--- config.mk ---
export PLATFORM = sky130hd
export DESIGN_NAME = boruss_load_store_unit_flat
export DESIGN_NICKNAME = d
export VERILOG_FILES = /design/src/rtl/boruss_load_store_unit_if.sv /design/src/rtl/boruss_load_store_unit.sv /design/src/flat_wrapper.sv
export SDC_FILE = /design/constraint.sdc
export NUM_CORES = 1
export LEC_CHECK = 0
export CORE_MARGIN = 5
export CORE_UTILIZATION = 30
export DETAILED_ROUTE_END_ITERATION = 16
export GPL_ROUTABILITY_DRIVEN = 0
export SLEW_MARGIN = 20
export SYNTH_ARGS = -nofsm -noshare
export SYNTH_HDL_FRONTEND = slang
export SYNTH_SLANG_ARGS = --single-unit
--- constraint.sdc ---
create_clock -name clk -period 4.6 [get_ports clk]
set_clock_uncertainty 0.1 [all_clocks]
set_input_delay 0.92 -clock clk [delete_from_list [all_inputs] [get_ports clk]]
set_output_delay 0.92 -clock clk [all_outputs]
set_load 0.02 [all_outputs]
--- src/rtl/boruss_load_store_unit_if.sv ---
// boruss_load_store_unit_if: request/response handshake and data-port bus of the load/store unit
interface boruss_load_store_unit_if;
  logic       req_valid;
  logic       req_ready;
  logic       req_write;
  logic       req_space;
  logic [7:0] req_addr;
  logic [7:0] req_wdata;
  logic       resp_valid;
  logic [7:0] resp_rdata;
  logic       resp_err;
  logic [7:0] mem_address;
  logic [7:0] mem_data_in;
  logic       mem_write_enable;
  logic       mem_read_enable;
  logic       mem_map_select;
  logic [7:0] mem_data_out;
  modport master (
    input  req_valid, req_write, req_space, req_addr, req_wdata, mem_data_out,
    output req_ready, resp_valid, resp_rdata, resp_err,
           mem_address, mem_data_in, mem_write_enable, mem_read_enable, mem_map_select
  );
  modport slave (
    output req_valid, req_write, req_space, req_addr, req_wdata, mem_data_out,
    input  req_ready, resp_valid, resp_rdata, resp_err,
           mem_address, mem_data_in, mem_write_enable, mem_read_enable, mem_map_select
  );
endinterface

--- src/rtl/boruss_load_store_unit.sv ---
// boruss_load_store_unit: serialised load/store access to the data memory controller
// BORUSS_LSU_ROM_WRITE_TRAP_EN: ROM stores are refused with resp_err instead of strobed
module boruss_load_store_unit #(
  parameter int READ_LATENCY = 1
) (
  input logic clk,
  input logic reset,
  boruss_load_store_unit_if.master bus
);
  typedef enum logic [1:0] {IDLE, ACCESS, WAIT, RESP} state_t;
  state_t     state, state_d;
  logic [3:0] cnt, cnt_d;
  logic       write_q, space_q, trap;
  logic [7:0] addr_q, wdata_q, rdata_q;
`ifdef BORUSS_LSU_ROM_WRITE_TRAP_EN
  logic err_q;
  assign trap = bus.req_write & ~bus.req_space;
  always_ff @(posedge clk or negedge reset)
    if (!reset) err_q <= 1'b0;
    else if (state == IDLE && bus.req_valid) err_q <= trap;
  assign bus.resp_err = (state == RESP) & err_q;
`else
  assign trap = 1'b0;
  assign bus.resp_err = 1'b0;
`endif
  always_ff @(posedge clk or negedge reset)
    if (!reset) begin
      state   <= IDLE;
      cnt     <= '0;
      write_q <= 1'b0;
      space_q <= 1'b0;
      addr_q  <= '0;
      wdata_q <= '0;
      rdata_q <= '0;
    end else begin
      state <= state_d;
      cnt   <= cnt_d;
      if (state == IDLE && bus.req_valid) begin
        write_q <= bus.req_write;
        space_q <= bus.req_space;
        addr_q  <= bus.req_addr;
        wdata_q <= bus.req_wdata;
      end
      if (state == WAIT && cnt == '0) rdata_q <= bus.mem_data_out;
    end
  // the wait counter only runs for loads; it reaches 0 in the cycle mem_data_out is valid
  always_comb begin
    state_d = state;
    cnt_d   = cnt;
    state_d = state == IDLE   ? (bus.req_valid ? (trap ? RESP : ACCESS) : IDLE) :
              state == ACCESS ? (write_q ? RESP : WAIT) :
              state == WAIT   ? (cnt == '0 ? RESP : WAIT) : IDLE;
    cnt_d   = (state == ACCESS && !write_q) ? 4'(READ_LATENCY - 1) :
              (state == WAIT && cnt != '0) ? cnt - 4'd1 : cnt;
  end
  assign bus.req_ready        = state == IDLE;
  assign bus.resp_valid       = state == RESP;
  assign bus.resp_rdata       = rdata_q;
  assign bus.mem_address      = addr_q;
  assign bus.mem_data_in      = wdata_q;
  assign bus.mem_map_select   = space_q;
  assign bus.mem_write_enable = (state == ACCESS) & write_q;
  assign bus.mem_read_enable  = (state == ACCESS) & ~write_q;
endmodule

--- src/flat_wrapper.sv ---
// flat-port wrapper written by rule: the top's interface ports become plain ports
module boruss_load_store_unit_flat 
#(
  parameter int READ_LATENCY = 1
)
  (clk, reset, bus_req_valid, bus_req_write, bus_req_space, bus_req_addr, bus_req_wdata, bus_mem_data_out, bus_req_ready, bus_resp_valid, bus_resp_rdata, bus_resp_err, bus_mem_address, bus_mem_data_in, bus_mem_write_enable, bus_mem_read_enable, bus_mem_map_select);
  boruss_load_store_unit_if bus_i ();
  input logic clk;
  input logic reset;
  input wire logic [$bits(bus_i.req_valid)-1:0] bus_req_valid;
  input wire logic [$bits(bus_i.req_write)-1:0] bus_req_write;
  input wire logic [$bits(bus_i.req_space)-1:0] bus_req_space;
  input wire logic [$bits(bus_i.req_addr)-1:0] bus_req_addr;
  input wire logic [$bits(bus_i.req_wdata)-1:0] bus_req_wdata;
  input wire logic [$bits(bus_i.mem_data_out)-1:0] bus_mem_data_out;
  output wire logic [$bits(bus_i.req_ready)-1:0] bus_req_ready;
  output wire logic [$bits(bus_i.resp_valid)-1:0] bus_resp_valid;
  output wire logic [$bits(bus_i.resp_rdata)-1:0] bus_resp_rdata;
  output wire logic [$bits(bus_i.resp_err)-1:0] bus_resp_err;
  output wire logic [$bits(bus_i.mem_address)-1:0] bus_mem_address;
  output wire logic [$bits(bus_i.mem_data_in)-1:0] bus_mem_data_in;
  output wire logic [$bits(bus_i.mem_write_enable)-1:0] bus_mem_write_enable;
  output wire logic [$bits(bus_i.mem_read_enable)-1:0] bus_mem_read_enable;
  output wire logic [$bits(bus_i.mem_map_select)-1:0] bus_mem_map_select;
  assign bus_i.req_valid = bus_req_valid;
  assign bus_i.req_write = bus_req_write;
  assign bus_i.req_space = bus_req_space;
  assign bus_i.req_addr = bus_req_addr;
  assign bus_i.req_wdata = bus_req_wdata;
  assign bus_i.mem_data_out = bus_mem_data_out;
  assign bus_req_ready = bus_i.req_ready;
  assign bus_resp_valid = bus_i.resp_valid;
  assign bus_resp_rdata = bus_i.resp_rdata;
  assign bus_resp_err = bus_i.resp_err;
  assign bus_mem_address = bus_i.mem_address;
  assign bus_mem_data_in = bus_i.mem_data_in;
  assign bus_mem_write_enable = bus_i.mem_write_enable;
  assign bus_mem_read_enable = bus_i.mem_read_enable;
  assign bus_mem_map_select = bus_i.mem_map_select;
  boruss_load_store_unit #(.READ_LATENCY(READ_LATENCY)) u_core (.clk(clk), .reset(reset), .bus(bus_i));
endmodule
* Word level (Yosys, flattened, before mapping) *
Cells that the tools add are included.

storage, ports and cells
  register bits = 32
  input bits = 29
  output and inout port bits = 30
  word-level logic and storage cells = 31

operators by class
  $add $sub $neg = 1
  equality and inequality tests = 3
  mux-type cells = 8
  bitwise gates (word level) = 3
  reductions and logical operators = 9

operators with widths
  operator                                           number
  2-to-1 mux 4 bit                                   2
  2-to-1 mux 2 bit                                   3
  == test 2 bit (second input constant)              2
  logical AND 1 bit                                  4
  zero test 4 bit                                    1
  nonzero test 4 bit                                 1
  subtractor 4 x 1 -> 4 bit (second input constant)  1
  2-to-1 mux 1 bit                                   3
  AND 1 bit                                          2
  == test 2 x 1 -> 1 bit (second input constant)     1
  zero test 2 bit                                    1
  nonzero test 2 bit                                 1
  zero test 1 bit                                    1
  NOT 1 bit                                          1

* Logic depth before layout (Yosys ltp) *
Gate-level depths: netlist of run 1.

  word-level depth = 5
  gate-level depth with buffers = 6
  mapped depth without buffers = 5

* Worst setup path after synthesis of run 1 *
OpenSTA, ideal clock, no wires.

  path type = flip-flop to output port
  start point = register u_core.state[1]
  end point = output port bus_mem_read_enable
  arrival time = 1,034 ps
  data required time = 3,580 ps
  setup slack = 2,546 ps
  stages on the path, launching flop included = 5
  path buffers = 0
  path through = dfrtp_1 -> inv_1 -> ha_1 -> inv_1 -> nor2_1

between the ends
  longest elaborated chain between the ends = 2

RTL lines
  item                    line                          RTL
  from (decl)             boruss_load_store_unit.sv:11  state_t state, state_d;
  from (signal assigned)  boruss_load_store_unit.sv:36  state <= state_d;
  == test 2 x 1 -> 1 bit  boruss_load_store_unit.sv:63  assign bus.mem_read_enable = (state == ACCESS) & ~write_q;
  AND 1 bit               boruss_load_store_unit.sv:63
  to (decl)               flat_wrapper.sv:23            output wire logic [$bits(bus_i.mem_read_enable)-1:0] bus_mem_read_enable;

No other way between the ends.

* Worst setup path in the final report of run 1 *
Ends and elaborated chain as after synthesis.

==> impl_metrics.json, run 1 <==
{
  "dp_hpwl_mm": 2.32,
  "use_met1_pct": 10.3,
  "r2r_start": "u_core.cnt[0]$_DFFE_PN0P_",
  "clkSinkCount": 32,
  "ant_nets": 0,
  "relSlewSlack_pct": 31.7,
  "cap_violations": 0,
  "ios": 59,
  "clk_latency_ns": 0.27,
  "ys_seq_elements": 32,
  "yosysWarningCount": 0,
  "cts.htree.levels": 2,
  "cts_setup_buffers": 0,
  "drt-pass1-iter-count": 4,
  "wire_per_inst_um": 14.2,
  "synth_area_leader_cell": "dfrtp_1",
  "power_density_mw_per_mm2": 671,
  "fin_crit_sh_pct": 63.1,
  "path_clk_slew_ns": 0.06,
  "grt_pass1_wl_mm": 5.00,
  "portBuffers": 57,
  "gr-usage-met3_pct": 7.26,
  "synth_cell_types": 20,
  "area_growth_pct": 51.3,
  "hold_class": "flop to flop",
  "vdd_drop_max_mv": 0.304,
  "ctsResizeCount": 0,
  "worstSetupStartpoint": "u_core.state[1]$_DFF_PN0_",
  "grt_max_degree": 33,
  "synth_area_leaders": "dfrtp_1 59%, mux2_2 22%, ha_1 5.6%",
  "coreArea_mm2": 0.00435,
  "fin_tns_setup_ns": 0,
  "antenna_found_initial": 0,
  "remaining_drc_errors": 0,
  "drt_iter0_markers": 10,
  "synth.net_count": 131,
  "cts_buffers": 5,
  "nNetsFinal": 193,
  "fmax_mhz": 344,
  "cp.arrival_ns": 1.88,
  "p_sw_mw": 0.479,
  "reg2regPathDepth": 4,
  "gr-usage-met2_pct": 18.3,
  "grt_overflow": 0,
  "crit_end": "bus_mem_read_enable",
  "cts_hold_buf": 0,
  "fin_total_pwr_mw": 1.37,
  "drt_wl_total_mm": 2.96,
  "clock_power_share_pct": 13.2,
  "crit_fanout": 5,
  "rows": 24,
  "maxSlewViolCount": 0,
  "switching_share_pct": 35.0,
  "die_area_mm2": 0.00594,
  "crit_path_end_kind": "output pin",
  "synth_top_area_share_pct": 59.4,
  "start_util_pct": 31.0,
  "worst-setup-path-type": "flop to output pin",
  "gr-max-usage-layer": "met2",
  "worst_pin_slew_ns": 1.01,
  "final-setup-viol-count": 0,
  "grt_pass1_vias": 1093,
  "final_util_pct": 46.9,
  "netlist_instances": 96,
  "grt.total_usage_pct": 10.7,
  "cts_root_buf": "clkbuf_8",
  "synth_area_per_cell_um2": 14.0,
  "die_w_um": 77.1,
  "ff2ff_setup_slack_ns": 2.36,
  "total_leakage_power_nw": 0.863,
  "status": "finished, final reports clean",
  "dr_total_vias": 942,
  "rsz0062_at_grt": "false",
  "min_period_ns": 2.90,
  "r2r_end": "u_core.bus.resp_rdata[3]$_DFFE_PN0P_",
  "die_y_um": 77.1,
  "seqPwrFrac_pct": 34.8,
  "diodes": 0,
  "hold_violations": 0,
  "cts_tree": "done",
  "via_per_inst": 4.53,
  "syn-cell-area_mm2": 0.00135,
  "cp.required_ns": 3.58,
  "p_int_mw": 0.890,
  "clockBufferDepth": 2,
  "drive_gt1_share_pct": 21.8,
  "combPwrFrac_pct": 51.9,
  "crit_path_start_kind": "flop",
  "synth-seq-area-share_pct": 59.4
}
cell usage in the layout (no fill, tap or decap), types with 2 or more instances in the layout:
cell	count
ha_1	6
clkdlybuf4s50_1	57
nor2_1	3
a21oi_1	4
or3_1	2
mux2_2	26
dfrtp_1	32
o21ai_0	2
nand2_1	2
clkbuf_8	5
inv_1	7
worst max-delay path: stages, from the launching register on:
cell and delay (ns):
dfrtp_1 0.40, inv_1 0.09, ha_1 0.16, inv_1 0.05, nor2_1 0.24, clkdlybuf4s50_1 0.67
cell families (layout without fill, tap and decap cells):
group	after synthesis	in the layout	share of synthesized area (%)
fa+ha+maj	6	6	5.57
buf+inv	10	70	3.43
compound gates	8	8	3.25
other cells	1	1	0.278
flops	32	32	59.4
simple gates	12	12	5.66
mux	27	27	22.4
sequential cells by signal (all words and copies together), names as in the netlist:
name	count
u_core.bus.mem_address	8
u_core.bus.mem_data_in	8
u_core.bus.mem_map_select	1
u_core.bus.resp_rdata	8
u_core.cnt	4
u_core.state	2
u_core.write_q	1
metal layers:
layer	share of wire [%]	wire, µm
met1	36	1070
met2	50	1480
met3	12	369
met4	1.1	33
met5	0	0
cell type report:
cell class / instances / area [µm²]
Clock buffer: 5 / 68.8
Sequential cell: 32 / 801
Multi-Input combinational cell: 54 / 502
Tap cell: 52 / 65.1
Timing Repair Buffer: 58 / 578
Fill cell: 409 / 2310
Inverter: 7 / 26.3
power by group through the flow:
stage | Sequential (mW) | Combinational, mW | Clock (mW)
2_1_floorplan | 0.615 | 0.255 | 0
3_3_place_gp | 0.472 | 0.713 | 0
3_5_place_dp | 0.483 | 0.725 | 0
4_1_cts | 0.479 | 0.727 | 0.197
5_1_grt | 0.493 | 0.764 | 0.206
6_report | 0.477 | 0.711 | 0.181
through the flow:
step                      cells  setup slack (ns)  hold WS (ns)  area, µm²
final                       208              1.70         0.406       2040
after global routing        208              1.55         0.427       2040
after CTS                   208              1.68         0.409       2040
after detailed placement    203              1.99         0.398       1970
after global placement      203              2.03         0.387       1970
after floorplan              96              2.55         0.394       1350
synth_stat cells:
cell,number
nor2_1,3
a211o_1,1
or3_1,2
mux2_2,26
a21oi_1,4
nor3b_1,1
o21ai_1,1
inv_1,7
buf_2,1
nor4b_1,1
and2_1,1
mux2i_1,1
nand2_2,1
ha_1,6
conb_1,1
nor4bb_2,1
buf_4,2
o21ai_0,2
nand2_1,2
dfrtp_1,32
worst min path at each step:
stage,from,to,cells after the start
global route,u_core.bus.mem_address[5]$_DFFE_PN0P_,u_core.bus.mem_address[5]$_DFFE_PN0P_,1
CTS,u_core.bus.mem_data_in[4]$_DFFE_PN0P_,u_core.bus.mem_data_in[4]$_DFFE_PN0P_,1
floorplan,u_core.write_q$_DFFE_PN0P_,u_core.write_q$_DFFE_PN0P_,1
detailed placement,u_core.bus.mem_data_in[7]$_DFFE_PN0P_,u_core.bus.mem_data_in[7]$_DFFE_PN0P_,1
finish,u_core.bus.mem_data_in[4]$_DFFE_PN0P_,u_core.bus.mem_data_in[4]$_DFFE_PN0P_,1
global placement,u_core.bus.mem_map_select$_DFFE_PN0P_,u_core.bus.mem_map_select$_DFFE_PN0P_,1
Power figures use the tool's default switching activity.
==> run 2: changes to the inputs <==
- clock period: 4.6 -> 2.7 ns (I/O delays scaled with it)
==> impl_metrics.json, run 2 (same netlist as run 1, synthesis figures left out) <==
{
  "rows": 24,
  "grt_pass1_wl_mm": 4.83,
  "drt_wl_total_mm": 2.87,
  "status": "finished, final reports clean",
  "final_common_cell": "clkdlybuf4s50_1",
  "cts.htree.levels": 2,
  "cp.arrival_ns": 1.91,
  "clk_latency_ns": 0.27,
  "fin_tns_setup_ns": 0,
  "cts_tree": "done",
  "die_w_um": 77.1,
  "grt_max_degree": 33,
  "seqPwrFrac_pct": 34.4,
  "vdd_drop_max_mv": 0.502,
  "dr_total_vias": 955,
  "antenna_found_initial": 0,
  "worst_slack_ns": 0.151,
  "ios": 59,
  "hold_violations": 0,
  "cp.required_ns": 2.06,
  "rsz0062_at_grt": "false",
  "drive_gt1_share_pct": 22.3,
  "crit_path_end_kind": "output pin",
  "r2r_end": "u_core.bus.resp_rdata[7]$_DFFE_PN0P_",
  "p_int_mw": 1.53,
  "grt.total_usage_pct": 10.2,
  "total_leakage_power_nw": 0.868,
  "power_density_mw_per_mm2": 1150,
  "clkSinkCount": 32,
  "wire_per_inst_um": 13.7,
  "remaining_drc_errors": 0,
  "mostFrequentLayoutCells": "57 x clkdlybuf4s50_1, 32 x dfrtp_1, 26 x mux2_2",
  "reg2regPathDepth": 5,
  "ff2ff_setup_slack_ns": 0.82,
  "final-setup-viol-count": 0,
  "fin_crit_sh_pct": 94.4,
  "coreArea_mm2": 0.00435,
  "die_area_mm2": 0.00594,
  "cts_hold_buf": 0,
  "hold_class": "flop to flop",
  "clock_power_share_pct": 13.4,
  "portBuffers": 57,
  "min_period_ns": 2.55,
  "start_util_pct": 31.0,
  "crit_end": "bus_mem_read_enable",
  "ctsResizeCount": 0,
  "worstSetupStartpoint": "u_core.state[1]$_DFF_PN0_",
  "switching_share_pct": 34.9,
  "crit_fanout": 5,
  "grt_overflow": 0,
  "cap_violations": 0,
  "ant_nets": 0,
  "cts_setup_buffers": 0,
  "dp_hpwl_mm": 2.20,
  "combPwrFrac_pct": 52.2,
  "fmax_mhz": 392,
  "clockBufferDepth": 2,
  "worst-setup-path-type": "flop to output pin",
  "crit_path_start_kind": "flop",
  "drt-pass1-iter-count": 3,
  "diodes": 0,
  "die_y_um": 77.1,
  "drt_iter0_markers": 11,
  "cts_root_buf": "clkbuf_8",
  "path_clk_slew_ns": 0.06,
  "via_per_inst": 4.57,
  "maxSlewViolCount": 0,
  "r2r_start": "u_core.cnt[0]$_DFFE_PN0P_",
  "nNetsFinal": 194,
  "place_ws_ns": 0.424,
  "cts_buffers": 5,
  "area_growth_pct": 51.9,
  "p_sw_mw": 0.820,
  "grt_pass1_vias": 1063
}
-- run 2: cell count changes in the layout (fill, tap and decap cells not counted), sizes merged --
| cell | previous run | this run |
|---|---|---|
| buf | 1 | 2 |
-- run 2: area by class of cell --
cell class | instances | area [µm²]
well taps | 52 | 65.1
clock buffers | 5 | 68.8
flip-flops and latches | 32 | 801
repair buffers | 59 | 586
multi-input cells | 54 | 502
inverters | 7 | 26.3
fillers | 384 | 2310
-- run 2: power groups by stage --
stage / clock [mW] / combinational (mW) / sequential [mW]
after floorplan: 0 / 0.435 / 1.05
after global placement: 0 / 1.23 / 0.805
after detailed placement: 0 / 1.25 / 0.815
after CTS: 0.332 / 1.25 / 0.811
after global routing: 0.347 / 1.31 / 0.840
final: 0.314 / 1.22 / 0.807
-- run 2: how the worst min path moves through the flow --
stage	from	depth (start not counted)	endpoint	slack, ns
floorplan	reset	0	u_core.bus.mem_address[0]$_DFFE_PN0P_	0.14
global placement	u_core.bus.mem_map_select$_DFFE_PN0P_	1	u_core.bus.mem_map_select$_DFFE_PN0P_	0.39
detailed placement	u_core.bus.mem_address[6]$_DFFE_PN0P_	1	u_core.bus.mem_address[6]$_DFFE_PN0P_	0.39
CTS	u_core.bus.resp_rdata[0]$_DFFE_PN0P_	1	u_core.bus.resp_rdata[0]$_DFFE_PN0P_	0.41
global route	u_core.bus.mem_address[3]$_DFFE_PN0P_	1	u_core.bus.mem_address[3]$_DFFE_PN0P_	0.43
finish	u_core.bus.mem_data_in[5]$_DFFE_PN0P_	1	u_core.bus.mem_data_in[5]$_DFFE_PN0P_	0.41
-- run 2: metrics by stage --
stage	power, mW	util [%]	instances	cell area (µm²)	hold WS (ns)
4_1_cts	2.40	47.0	209	2050	0.409
6_report	2.35	47.0	209	2050	0.405
5_1_grt	2.50	47.0	209	2050	0.429
2_1_floorplan	1.48	-	96	1350	0.144
3_5_place_dp	2.06	45.5	204	1980	0.393
3_3_place_gp	2.03	45.5	204	1980	0.387
-- run 2: routing by layer --
metal / part of all wire [%] / up-vias / GRT usage [%]
li1: - / 445 / -
met1: 38 / 460 / 11.1
met2: 50 / 45 / 16.9
met3: 10 / 5 / 5.15
met4: 1.1 / 0 / 3.61
met5: 0 / - / 0
-- run 2: worst max-delay path, cell delays in order, from the launching register on --
cell and delay [ns]:
dfrtp_1 0.40, inv_1 0.09, ha_1 0.16, inv_1 0.05
nor2_1 0.26, clkdlybuf4s50_1 0.67
==> run 3: changes to the inputs <==
- PLACE_DENSITY: unset -> 0.6
==> results of run 3 <==
No change in the layout: final DEF, timing and power equal those of run 2.
